`config.mk`:
```
export PLATFORM = sky130hd
export DESIGN_NAME = axis_id_unpack_filter
export DESIGN_NICKNAME = d
export VERILOG_FILES = /design/src/rtl/axis_id_pkg.sv /design/src/rtl/axis_skid_buffer.sv /design/src/rtl/axis_id_unpack_filter.sv
export SDC_FILE = /design/constraint.sdc
export NUM_CORES = 1
export LEC_CHECK = 0
export ABC_AREA = 0
export ABC_CLOCK_PERIOD_IN_PS = 5300
export CAP_MARGIN = 20
export CORE_MARGIN = 2
export CORE_UTILIZATION = 40
export CTS_CLUSTER_SIZE = 25
export DETAILED_ROUTE_END_ITERATION = 10
export DONT_BUFFER_PORTS = 1
export GPL_TIMING_DRIVEN = 0
export PLACE_DENSITY = 0.53
export SLEW_MARGIN = 20
export SYNTH_ARGS = -nofsm -noshare
export SYNTH_HDL_FRONTEND = slang
export SYNTH_HIERARCHICAL = 1
export SYNTH_SLANG_ARGS = --single-unit
```
`constraint.sdc`:
```
create_clock -name aclk -period 5.3 [get_ports aclk]
set_input_delay 0.53 -clock aclk [delete_from_list [all_inputs] [get_ports aclk]]
set_output_delay 0.53 -clock aclk [all_outputs]
set_load 0.01 [all_outputs]
```
`src/rtl/axis_id_pkg.sv`:
```
// Shared definitions for the TID unpack/filter datapath: FSM state encoding,
// TUSER field positions and the last-beat tkeep shape check.
package axis_id_pkg;

  typedef enum logic [1:0] {
    ST_IDLE = 2'd0,
    ST_PASS = 2'd1,
    ST_DROP = 2'd2
  } state_e;

  // Widest tkeep the contiguity helper accepts; callers zero-extend into it.
  localparam int unsigned KEEP_MAX_W = 256;

  // Number of tkeep bits for a given tdata width.
  function automatic int unsigned keep_width(input int unsigned data_width);
    return data_width / 8;
  endfunction

  // TUSER is packed {tid, tkeep}, so tid starts right above tkeep.
  function automatic int unsigned tuser_tid_lsb(input int unsigned data_width);
    return data_width / 8;
  endfunction

  // Non-zero and filled from bit 0 upward with no holes (e.g. 0x0F, 0xFF).
  // Zero-extension keeps the all-ones case correct, because k+1 cannot wrap.
  function automatic logic tkeep_is_contig(input logic [KEEP_MAX_W-1:0] keep);
    return (keep != '0) && ((keep & (keep + KEEP_MAX_W'(1))) == '0);
  endfunction

endpackage

```
`src/rtl/axis_skid_buffer.sv`:
```
// Two-entry AXI-Stream skid buffer with registered outputs.
// s_ready_o comes straight from a flop, so it never depends combinationally
// on m_ready_i; the second slot absorbs the beat that was accepted while the
// output was stalled.
module axis_skid_buffer #(
  parameter int unsigned WIDTH = 8
) (
  input  logic             clk,
  input  logic             rst_n,
  input  logic [WIDTH-1:0] s_data_i,
  input  logic             s_valid_i,
  output logic             s_ready_o,
  output logic [WIDTH-1:0] m_data_o,
  output logic             m_valid_o,
  input  logic             m_ready_i
);

  logic [WIDTH-1:0] out_data_q, out_data_d;
  logic [WIDTH-1:0] skid_data_q, skid_data_d;
  logic             out_valid_q, out_valid_d;
  logic             skid_valid_q, skid_valid_d;
  logic             ready_q, ready_d;
  logic             in_fire;

  assign in_fire = s_valid_i && ready_q;

  // Next-state: refill the output register from the skid slot first, otherwise
  // from the input; park the input beat in the skid slot while stalled.
  always_comb begin
    out_data_d   = out_data_q;
    out_valid_d  = out_valid_q;
    skid_data_d  = skid_data_q;
    skid_valid_d = skid_valid_q;
    if (!out_valid_q || m_ready_i) begin
      if (skid_valid_q) begin
        out_valid_d  = 1'b1;
        out_data_d   = skid_data_q;
        skid_valid_d = 1'b0;
      end else begin
        out_valid_d = in_fire;
        if (in_fire) begin
          out_data_d = s_data_i;
        end
      end
    end else if (in_fire) begin
      skid_valid_d = 1'b1;
      skid_data_d  = s_data_i;
    end
    ready_d = !skid_valid_d;
  end

  // Storage registers; ready stays low through reset and rises on the first edge after.
  always_ff @(posedge clk or negedge rst_n) begin
    if (!rst_n) begin
      out_data_q   <= '0;
      out_valid_q  <= 1'b0;
      skid_data_q  <= '0;
      skid_valid_q <= 1'b0;
      ready_q      <= 1'b0;
    end else begin
      out_data_q   <= out_data_d;
      out_valid_q  <= out_valid_d;
      skid_data_q  <= skid_data_d;
      skid_valid_q <= skid_valid_d;
      ready_q      <= ready_d;
    end
  end

  assign s_ready_o = ready_q;
  assign m_data_o  = out_data_q;
  assign m_valid_o = out_valid_q;

endmodule

```
`src/rtl/axis_id_unpack_filter.sv`:
```
// Splits packed TUSER {tid, tkeep}, drops packets with an out-of-range TID,
// flags malformed packets on their last beat and registers the result through
// a skid buffer. Per-ID statistics are built only when
// AXIS_ID_UNPACK_FILTER_STATS_EN is defined; otherwise stat_* read as zero.
//
//   state   | meaning
//   IDLE    | next accepted beat starts a packet
//   PASS    | inside a forwarded packet, tid latched
//   DROP    | inside a rejected packet, beats swallowed at full rate
module axis_id_unpack_filter
  import axis_id_pkg::*;
#(
  parameter int unsigned DATA_WIDTH  = 64,
  parameter int unsigned TID_WIDTH   = 2,
  parameter int unsigned NUM_IDS     = 4,
  parameter int unsigned TUSER_WIDTH = TID_WIDTH + DATA_WIDTH / 8,
  parameter int unsigned CNT_WIDTH   = 32
) (
  input  logic                          aclk,
  input  logic                          aresetn,
  input  logic [DATA_WIDTH-1:0]         s_axis_tdata,
  input  logic [TUSER_WIDTH-1:0]        s_axis_tuser,
  input  logic                          s_axis_tlast,
  input  logic                          s_axis_tvalid,
  output logic                          s_axis_tready,
  output logic [DATA_WIDTH-1:0]         m_axis_tdata,
  output logic [TID_WIDTH-1:0]          m_axis_tid,
  output logic [DATA_WIDTH/8-1:0]       m_axis_tkeep,
  output logic                          m_axis_tlast,
  output logic                          m_axis_terr,
  output logic                          m_axis_tvalid,
  input  logic                          m_axis_tready,
  output logic [NUM_IDS*CNT_WIDTH-1:0]  stat_pkts,
  output logic [CNT_WIDTH-1:0]          stat_drops,
  output logic [CNT_WIDTH-1:0]          stat_errs
);

  localparam int unsigned KEEP_W = keep_width(DATA_WIDTH);
  localparam int unsigned PAY_W  = DATA_WIDTH + TID_WIDTH + KEEP_W + 2;
  localparam logic [KEEP_W-1:0]    KEEP_ONES = '1;
  localparam logic [TID_WIDTH:0]   NUM_IDS_L = (TID_WIDTH + 1)'(NUM_IDS);

  state_e               state_q, state_d;
  logic [TID_WIDTH-1:0] tid_q, tid_d;
  logic                 err_q, err_d;
  logic                 run_q;

  logic [TID_WIDTH-1:0]  tid_in;
  logic [KEEP_W-1:0]     keep_in;
  logic [KEEP_MAX_W-1:0] keep_ext;
  logic                  beat_fire, tid_ok, skid_ready;
  logic                  viol, terr_fwd, fwd;
  logic [TID_WIDTH-1:0]  tid_fwd;
  logic [PAY_W-1:0]      pay_in, pay_out;

  assign tid_in   = s_axis_tuser[tuser_tid_lsb(DATA_WIDTH) +: TID_WIDTH];
  assign keep_in  = s_axis_tuser[0 +: KEEP_W];
  assign keep_ext = KEEP_MAX_W'(keep_in);
  assign tid_ok   = {1'b0, tid_in} < NUM_IDS_L;

  // A DROP packet never waits on the output side, so only PASS/IDLE look at
  // skid space. run_q holds tready low until the first edge after reset.
  assign s_axis_tready = run_q && ((state_q == ST_DROP) || skid_ready);
  assign beat_fire     = s_axis_tvalid && s_axis_tready;

  // The tid check only exists once a tid has been latched (not on the first
  // beat); the full-keep check applies to every non-last beat, including the first.
  assign viol = ((state_q == ST_PASS) && (tid_in != tid_q)) ||
                (!s_axis_tlast && (keep_in != KEEP_ONES)) ||
                (s_axis_tlast && !tkeep_is_contig(keep_ext));
  assign terr_fwd = s_axis_tlast && (err_q || viol);

  // Packet FSM and sticky error tracking; advances only on accepted beats.
  always_comb begin
    state_d = state_q;
    tid_d   = tid_q;
    err_d   = err_q;
    fwd     = 1'b0;
    tid_fwd = tid_q;
    case (state_q)
      ST_IDLE: begin
        if (beat_fire) begin
          if (tid_ok) begin
            fwd     = 1'b1;
            tid_fwd = tid_in;
            tid_d   = tid_in;
            err_d   = !s_axis_tlast && viol;
            state_d = s_axis_tlast ? ST_IDLE : ST_PASS;
          end else begin
            state_d = s_axis_tlast ? ST_IDLE : ST_DROP;
          end
        end
      end
      ST_PASS: begin
        if (beat_fire) begin
          fwd   = 1'b1;
          err_d = !s_axis_tlast && (err_q || viol);
          if (s_axis_tlast) begin
            state_d = ST_IDLE;
          end
        end
      end
      ST_DROP: begin
        if (beat_fire && s_axis_tlast) begin
          state_d = ST_IDLE;
        end
      end
      default: state_d = ST_IDLE;
    endcase
  end

  // FSM state, latched tid, sticky error and the out-of-reset flag.
  always_ff @(posedge aclk or negedge aresetn) begin
    if (!aresetn) begin
      state_q <= ST_IDLE;
      tid_q   <= '0;
      err_q   <= 1'b0;
      run_q   <= 1'b0;
    end else begin
      state_q <= state_d;
      tid_q   <= tid_d;
      err_q   <= err_d;
      run_q   <= 1'b1;
    end
  end

  assign pay_in = {s_axis_tdata, tid_fwd, keep_in, s_axis_tlast, terr_fwd};

  axis_skid_buffer #(
    .WIDTH (PAY_W)
  ) u_skid (
    .clk       (aclk),
    .rst_n     (aresetn),
    .s_data_i  (pay_in),
    .s_valid_i (fwd),
    .s_ready_o (skid_ready),
    .m_data_o  (pay_out),
    .m_valid_o (m_axis_tvalid),
    .m_ready_i (m_axis_tready)
  );

  assign {m_axis_tdata, m_axis_tid, m_axis_tkeep, m_axis_tlast, m_axis_terr} = pay_out;

`ifdef AXIS_ID_UNPACK_FILTER_STATS_EN
  logic                 pkt_done, drop_evt;
  logic [CNT_WIDTH-1:0] drops_q, errs_q;

  assign pkt_done = m_axis_tvalid && m_axis_tready && m_axis_tlast;
  assign drop_evt = beat_fire && (state_q == ST_IDLE) && !tid_ok;

  for (genvar gi = 0; gi < NUM_IDS; gi++) begin : g_pkt_cnt
    logic [CNT_WIDTH-1:0] cnt_q;
    // Forwarded-packet count for this ID, taken when the last beat leaves.
    always_ff @(posedge aclk or negedge aresetn) begin
      if (!aresetn) begin
        cnt_q <= '0;
      end else if (pkt_done && (m_axis_tid == TID_WIDTH'(gi))) begin
        cnt_q <= cnt_q + CNT_WIDTH'(1);
      end
    end
    assign stat_pkts[gi*CNT_WIDTH +: CNT_WIDTH] = cnt_q;
  end

  // Drop and error counters; both may step in the same cycle.
  always_ff @(posedge aclk or negedge aresetn) begin
    if (!aresetn) begin
      drops_q <= '0;
      errs_q  <= '0;
    end else begin
      if (drop_evt) begin
        drops_q <= drops_q + CNT_WIDTH'(1);
      end
      if (pkt_done && m_axis_terr) begin
        errs_q <= errs_q + CNT_WIDTH'(1);
      end
    end
  end

  assign stat_drops = drops_q;
  assign stat_errs  = errs_q;
`else
  assign stat_pkts  = '0;
  assign stat_drops = '0;
  assign stat_errs  = '0;
`endif

endmodule
```
==> results of run 1 <==
[Yosys cell counts (3+ instances only)]
master / number / share of area [%]
buf_12: 4 / 0.89
buf_2: 9 / 0.50
buf_4: 193 / 16
buf_6: 10 / 1.3
dfrtp_1: 160 / 45
inv_1: 4 / 0.17
mux2_2: 108 / 14
mux2_4: 120 / 20
nand2_1: 5 / 0.21
o21ai_0: 3 / 0.17
[layer usage]
metal  up-vias  track usage [%]
li1       2231                -
met1      2295            16.28
met2       145            25.65
met3        16            6.342
met4         0            4.139
met5         -                0
[per-stage QoR]
| stage | setup slack [ns] | util [%] | instance area, um^2 | hold slack, ns | total power [uW] |
|---|---|---|---|---|---|
| 5_1_grt | 3.135 | 48.80 | 10720 | 0.1562 | 4380 |
| 3_3_place_gp | 3.330 | 45.79 | 10050 | 0.2381 | 2791 |
| 3_5_place_dp | 3.296 | 45.79 | 10050 | 0.2380 | 2831 |
| 4_1_cts | 3.265 | 48.80 | 10720 | 0.1644 | 4215 |
| 2_1_floorplan | 3.567 | - | 9704 | 0.2344 | 2661 |
| 6_report | 3.276 | 48.80 | 10720 | 0.07472 | 4162 |
[cell type report]
class | instances | area (um^2)
fill | 1945 | 11240
sequential | 160 | 4004
multi-input combinational | 456 | 3984
buffer | 217 | 1702
clock buffer | 18 | 429.2
tap | 280 | 350.3
clock inverter | 14 | 203.9
timing repair buffer | 1 | 27.53
inverter | 4 | 15.01
[layout by cell type (no fill, tap or decap), types with 2 or more instances in the layout]
cell type / n
o21ai_0: 3
clkbuf_16: 17
nor2b_1: 2
clkinv_4: 3
inv_6: 2
inv_8: 2
xor2_1: 2
buf_4: 193
dfrtp_1: 160
nor2_2: 2
inv_1: 4
buf_12: 4
conb_1: 193
mux2_2: 108
bufinv_16: 4
nand2b_1: 2
clkinv_2: 2
mux2_4: 120
buf_6: 10
nor2_1: 2
buf_2: 9
o21ai_1: 2
nand2_1: 5
mux2_1: 2
[flip-flops by register name (all words and copies together) (netlist names)]
signal	count
u_skid/m_data_o	76
err_q	1
u_skid/m_valid_o	1
run_q	1
state_q	1
u_skid/skid_data_q	76
u_skid/skid_valid_q	1
u_skid/s_ready_o	1
tid_q	2
[cell families after synthesis]
| logic type | count (synthesis) | synth area share (%) |
|---|---|---|
| AOI/OAI and AO/OA | 11 | 0.9048 |
| xor gates and xnor gates | 2 | 0.1949 |
| buffers and inverters | 221 | 19.10 |
| DFF | 160 | 44.55 |
| muxes | 230 | 33.83 |
| other | 2 | 0.08356 |
| and+or+nand+nor | 20 | 1.337 |
[where the power goes]
part | switching (uW) | leakage [uW] | total [uW] | internal (uW)
logic | 282 | 0.00333 | 877 | 595
clock network | 530 | 0.000309 | 1330 | 799
registers | 345 | 0.00191 | 1960 | 1610
[how the worst max path moves through the flow]
stage | endpoint | cells past startpoint | start | slack, ns
3_3_place_gp | u_skid/m_data_o[24] | 8 | u_skid/s_ready_o | 3.33
3_5_place_dp | u_skid/m_data_o[42] | 8 | u_skid/s_ready_o | 3.30
6_report | u_skid/m_data_o[42] | 8 | u_skid/s_ready_o | 3.28
5_1_grt | u_skid/m_data_o[42] | 8 | u_skid/s_ready_o | 3.14
2_1_floorplan | u_skid/m_data_o[0] | 6 | s_axis_tuser[1] | 3.57
4_1_cts | u_skid/m_data_o[42] | 8 | u_skid/s_ready_o | 3.26
[timing repair]
| action | 4_1_cts | 5_1_grt |
|---|---|---|
| setup buffers | 0 | 0 |
| hold buffers | 1 | 0 |
| hold endpoints to repair | 160 | 0 |
==> flow_summary.json, run 1 <==
{
  "core_area_mm2": 0.02196,
  "ctsResizeCount": 0,
  "crit_type": "register to register",
  "hold_viol": 0,
  "drive_above_1_share_pct": 55.86,
  "ys_ff_latch": 160,
  "place.gp.congestion": 0.6937,
  "met2RoutedLength_um": 9221,
  "port_buffers": 0,
  "fmax_mhz": 494.0,
  "crit_chain": "and2_4 -> nand2_2 -> inv_1 -> a21oi_2 -> nor2_2 -> buf_6 -> buf_6 -> mux2_4",
  "cp_data_arrival_time_ns": 2.33,
  "root_buffer": "clkbuf_16",
  "clk_pin_slew_ns": 0.06,
  "power_density_mw_per_mm2": 388.4,
  "grt_pass1_wl_um": 27130,
  "grt_pass1_vias": 4763,
  "ir_worst_vdd_uv": 208.9,
  "cts_sinks": 160,
  "die_h_um": 153.9,
  "die_area_mm2": 0.02368,
  "grt_max_degree": 161,
  "clk_latency_ns": 0.43,
  "ys.flop_type": "dfrtp_1",
  "dp_cells": 1117,
  "routed-wl-met3_um": 1579,
  "r2r-end": "u_skid/m_data_o[42]",
  "drv_slew": 0,
  "cp-start-kind": "register",
  "post-route-period-util_pct": 38.19,
  "yosysWarnings": 6,
  "drtIter0Drc": 138,
  "track_usage_pct": 14.66,
  "viasPerCell": 4.076,
  "clockBufferDepth": 2,
  "fin_skew_ns": 0.01253,
  "netlist_area_mm2": 0.008987,
  "r2r-start": "u_skid/s_ready_o",
  "ant_nets": 0,
  "initial_core_util_pct": 40.93,
  "finalCriticalPeriod_ns": 2.024,
  "first_pass_iters": 4,
  "synth_edf_count": 0,
  "p_leak_uw": 0.005546,
  "drv_cap": 0,
  "wirelength_um": 17390,
  "max_stage_delay_ns": 0.41,
  "vias": 4687,
  "cp_top_family": "simple AND/OR/NAND/NOR gates",
  "worstRegToRegCells": 8,
  "synth-async-reset-ratio_pct": 100.0,
  "overflow": 0,
  "area_growth_pct": 19.23,
  "htreeDepth": 4,
  "layout.nets": 936,
  "cpMostUsedCell": "buf_6",
  "rsz0062_at_grt": "no",
  "antenna_found_initial": 0,
  "topRoutingLayerUsed": "met4",
  "wl_per_cell_um": 15.12,
  "yosysSeqAreaShare_pct": 44.55,
  "die-width_um": 153.9,
  "setup_violations": 0,
  "cp_max_fo": 10,
  "final_cells": 1150,
  "row_count": 54,
  "tns_ns": 0,
  "io_pins": 349,
  "cp_slowest_cell": "dfrtp_1",
  "synth_cell_types": 32,
  "cp-end-kind": "register",
  "avgSynthCellArea_um2": 13.91,
  "required_ns": 5.61,
  "worstMarginPinSlew_ns": 0.8181,
  "syn_inst": 646,
  "cts_made_buffers": 17,
  "r2r_slack_ns": 3.28,
  "status": "finished, final reports clean",
  "wl_met1_um": 6401,
  "diodes": 0,
  "hpwl_um": 12710,
  "min_path_type": "input port to async pin",
  "cts_tree": "yes",
  "drc_errors": 0,
  "crit_buf_inv": 3,
  "slew_headroom_pct": 45.46
}
Note: power is estimated with default switching activity, not from simulation.
==> run 2, diff against run 1 <==
--- a/config.mk
+++ b/config.mk
@@ -6,7 +6,7 @@
 export NUM_CORES = 1
 export LEC_CHECK = 0
 export ABC_AREA = 0
-export ABC_CLOCK_PERIOD_IN_PS = 5300
+export ABC_CLOCK_PERIOD_IN_PS = 1670
 export CAP_MARGIN = 20
 export CORE_MARGIN = 2
 export CORE_UTILIZATION = 40
@@ -14,7 +14,7 @@
 export DETAILED_ROUTE_END_ITERATION = 10
 export DONT_BUFFER_PORTS = 1
 export GPL_TIMING_DRIVEN = 0
-export PLACE_DENSITY = 0.53
+export PLACE_DENSITY = 0.55
 export SLEW_MARGIN = 20
 export SYNTH_ARGS = -nofsm -noshare
 export SYNTH_HDL_FRONTEND = slang
==> constraint.sdc (replaced) <==
create_clock -name aclk -period 1.67 [get_ports aclk]
set_input_delay 0.167 -clock aclk [delete_from_list [all_inputs] [get_ports aclk]]
set_output_delay 0.167 -clock aclk [all_outputs]
set_load 0.01 [all_outputs]
==> run 2 against run 1 <==
The flow now finishes with violations (hold timing, setup timing). Wire length increased by 6.8%. Final cell count increased by 7.6%. Sequential share of layout area decreased by 3.1 points. Worst hold slack got worse by 0.64 ns. Non-clock buffer count increased by 87. Core utilization increased by 4.4 points. First-iteration DRC count decreased by 8.0%. Fmax increased by 18%. Largest power group unchanged.
==> flow_summary.json, run 2 (synthesized netlist as in run 1, its figures left out) <==
{
  "status": "finished with violations",
  "violations": "hold timing, setup timing",
  "hpwl_um": 12750,
  "crit_type": "register to register",
  "track_usage_pct": 15.70,
  "post-route-period-util_pct": 102.7,
  "drive_above_1_share_pct": 52.04,
  "initial_core_util_pct": 40.93,
  "r2r-start": "u_skid/s_ready_o",
  "nFillCells": 1916,
  "min_path_type": "input port to async pin",
  "cp_data_arrival_time_ns": 2.02,
  "die_h_um": 153.9,
  "r2r-end": "u_skid/m_data_o[10]",
  "p_int_uw": 9320,
  "drtIter0Drc": 127,
  "root_buffer": "clkbuf_16",
  "r2r_slack_ns": -0.05,
  "drv_cap": 0,
  "cp-end-kind": "register",
  "row_count": 54,
  "multi_input_area_mm2": 0.004045,
  "diodes": 0,
  "p_comb_share_pct": 23.5,
  "cts_sinks": 160,
  "viasPerCell": 4.102,
  "vias": 5074,
  "clk_pin_slew_ns": 0.06,
  "grt_pass1_wl_um": 29420,
  "ir_worst_vdd_uv": 657.8,
  "htreeDepth": 4,
  "cp-start-kind": "register",
  "max_stage_delay_ns": 0.36,
  "switchingPower_uw": 3669,
  "final-seq-area_mm2": 0.004005,
  "clockBufferDepth": 2,
  "first_pass_iters": 4,
  "cpMostUsedCell": "mux2_2",
  "wl_per_cell_um": 15.02,
  "finalCriticalPeriod_ns": 1.715,
  "hold-worst-slack_ns": -0.5619,
  "fin_util_pct": 53.17,
  "drc_errors": 0,
  "cp_max_fo": 3,
  "p_clk_share_pct": 28.8,
  "crit_chain": "and2_4 -> nand2_8 -> nor2_4 -> mux2_4 -> mux2_2 -> mux2_2",
  "fmax_mhz": 582.9,
  "setup_slack_ns": -0.04542,
  "crit_buf_inv": 0,
  "switching_share_pct": 28.25,
  "ant_nets": 0,
  "port_buffers": 0,
  "final_common_cell": "buf_4",
  "rsz0062_at_grt": "yes",
  "die-width_um": 153.9,
  "place.gp.congestion": 0.6905,
  "p_total_uw": 12990,
  "p_leak_uw": 0.005938,
  "core_area_mm2": 0.02196,
  "cp_top_family": "multiplexers",
  "io_pins": 349,
  "clk_latency_ns": 0.42,
  "cp_slowest_cell": "dfrtp_1",
  "fin_skew_ns": 0.01188,
  "worstRegToRegCells": 6,
  "tns_ns": -0.4374,
  "setup_violations": 32,
  "cts_tree": "yes",
  "hold_viol": 160,
  "pre_cts_slack_ns": -0.2983,
  "wirelength_um": 18580,
  "required_ns": 1.97,
  "drv_slew": 0,
  "grt_pass1_vias": 5347,
  "mostFrequentLayoutCells": "buf_4, conb_1, dfrtp_1",
  "grt_max_degree": 161,
  "power_density_mw_per_mm2": 1112,
  "die_area_mm2": 0.02368,
  "layout.nets": 1023,
  "pwr-share-seq_pct": 47.7,
  "antenna_found_initial": 0,
  "cts_made_buffers": 17,
  "overflow": 0,
  "area_growth_pct": 29.92
}
==> run 2: cell types whose count changed in the layout (fill, tap and decap cells not counted), moves of 5 or more <==
cell	before	now
dlygate4sd3_1	0	78
buf_12	4	12
buf_6	10	2
mux2_4	120	128
buf_4	193	199
mux2_2	108	102
buf_8	1	6
==> run 2: area by class of cell <==
| cell class | count | area share [%] |
|---|---|---|
| inverter | 4 | 0.1715 |
| buffer | 217 | 15.48 |
| timing repair buffer | 88 | 7.598 |
| sequential | 160 | 34.30 |
| clock inverter | 13 | 1.093 |
| multi-input combinational | 456 | 34.64 |
| tap | 280 | 3.000 |
| clock buffer | 19 | 3.708 |
==> run 2: metrics by stage <==
step	cells	cell area, um^2	hold WS [ns]
final	1237	11680	-0.5619
after global routing	1237	11680	-0.5957
after CTS	1234	11610	-0.5895
after detailed placement	1117	10090	-0.1250
after global placement	1117	10090	-0.1248
after floorplan	837	9737	-0.1286
==> run 2: repair_timing <==
action	4_1_cts	5_1_grt
buffers inserted	8	1
resized for setup	30	11
hold buffers	76	2
endpoints found under the setup margin	131	127
cloned	1	0
pin swaps	2	3
hold endpoints to repair	291	162
==> run 2: per-layer routing <==
| metal | global-route usage [%] | wire length (um) | vias up |
|---|---|---|---|
| met1 | 17.85 | 7147 | 2517 |
| met4 | 4.005 | 176 | 0 |
| li1 | - | - | 2401 |
| met2 | 28.12 | 9955 | 141 |
| met3 | 5.552 | 1300 | 15 |
| met5 | 0 | 0 | - |
==> run 2: power by group through the flow <==
stage          Clock, uW  Sequential, uW  Combinational (uW)
2_1_floorplan          0            5960                2510
3_3_place_gp           0            6240                2640
3_5_place_dp           0            6280                2720
4_1_cts             3890            6230                3020
5_1_grt             4030            6370                3300
6_report            3740            6200                3050
==> run 2: worst max-delay path by stage <==
stage                                to             start  slack [ns]  cells after the start
global route        u_skid/m_data_o[42]  u_skid/s_ready_o       -0.09                      8
global placement    u_skid/m_data_o[31]  u_skid/s_ready_o       -0.29                      8
CTS                 u_skid/m_data_o[42]  u_skid/s_ready_o       -0.06                      8
floorplan           u_skid/m_data_o[24]  u_skid/s_ready_o       0.008                      8
detailed placement  u_skid/m_data_o[35]  u_skid/s_ready_o       -0.30                      8
finish              u_skid/m_data_o[10]  u_skid/s_ready_o       -0.05                      6
==> run 2: worst reg2reg max path: stages, from the launching register on <==
cell,delay [ns]
dfrtp_1,0.36
and2_4,0.21
nand2_8,0.08
nor2_4,0.11
mux2_4,0.32
mux2_2,0.27
mux2_2,0.26
==> run 3, diff against run 2 <==
--- a/config.mk
+++ b/config.mk
@@ -13,6 +13,7 @@
 export CTS_CLUSTER_SIZE = 25
 export DETAILED_ROUTE_END_ITERATION = 10
 export DONT_BUFFER_PORTS = 1
+export GPL_ROUTABILITY_DRIVEN = 0
 export GPL_TIMING_DRIVEN = 0
 export PLACE_DENSITY = 0.55
 export SLEW_MARGIN = 20
==> results of run 3 <==
Same layout as run 2: the final DEF is identical, and so are final timing and power.
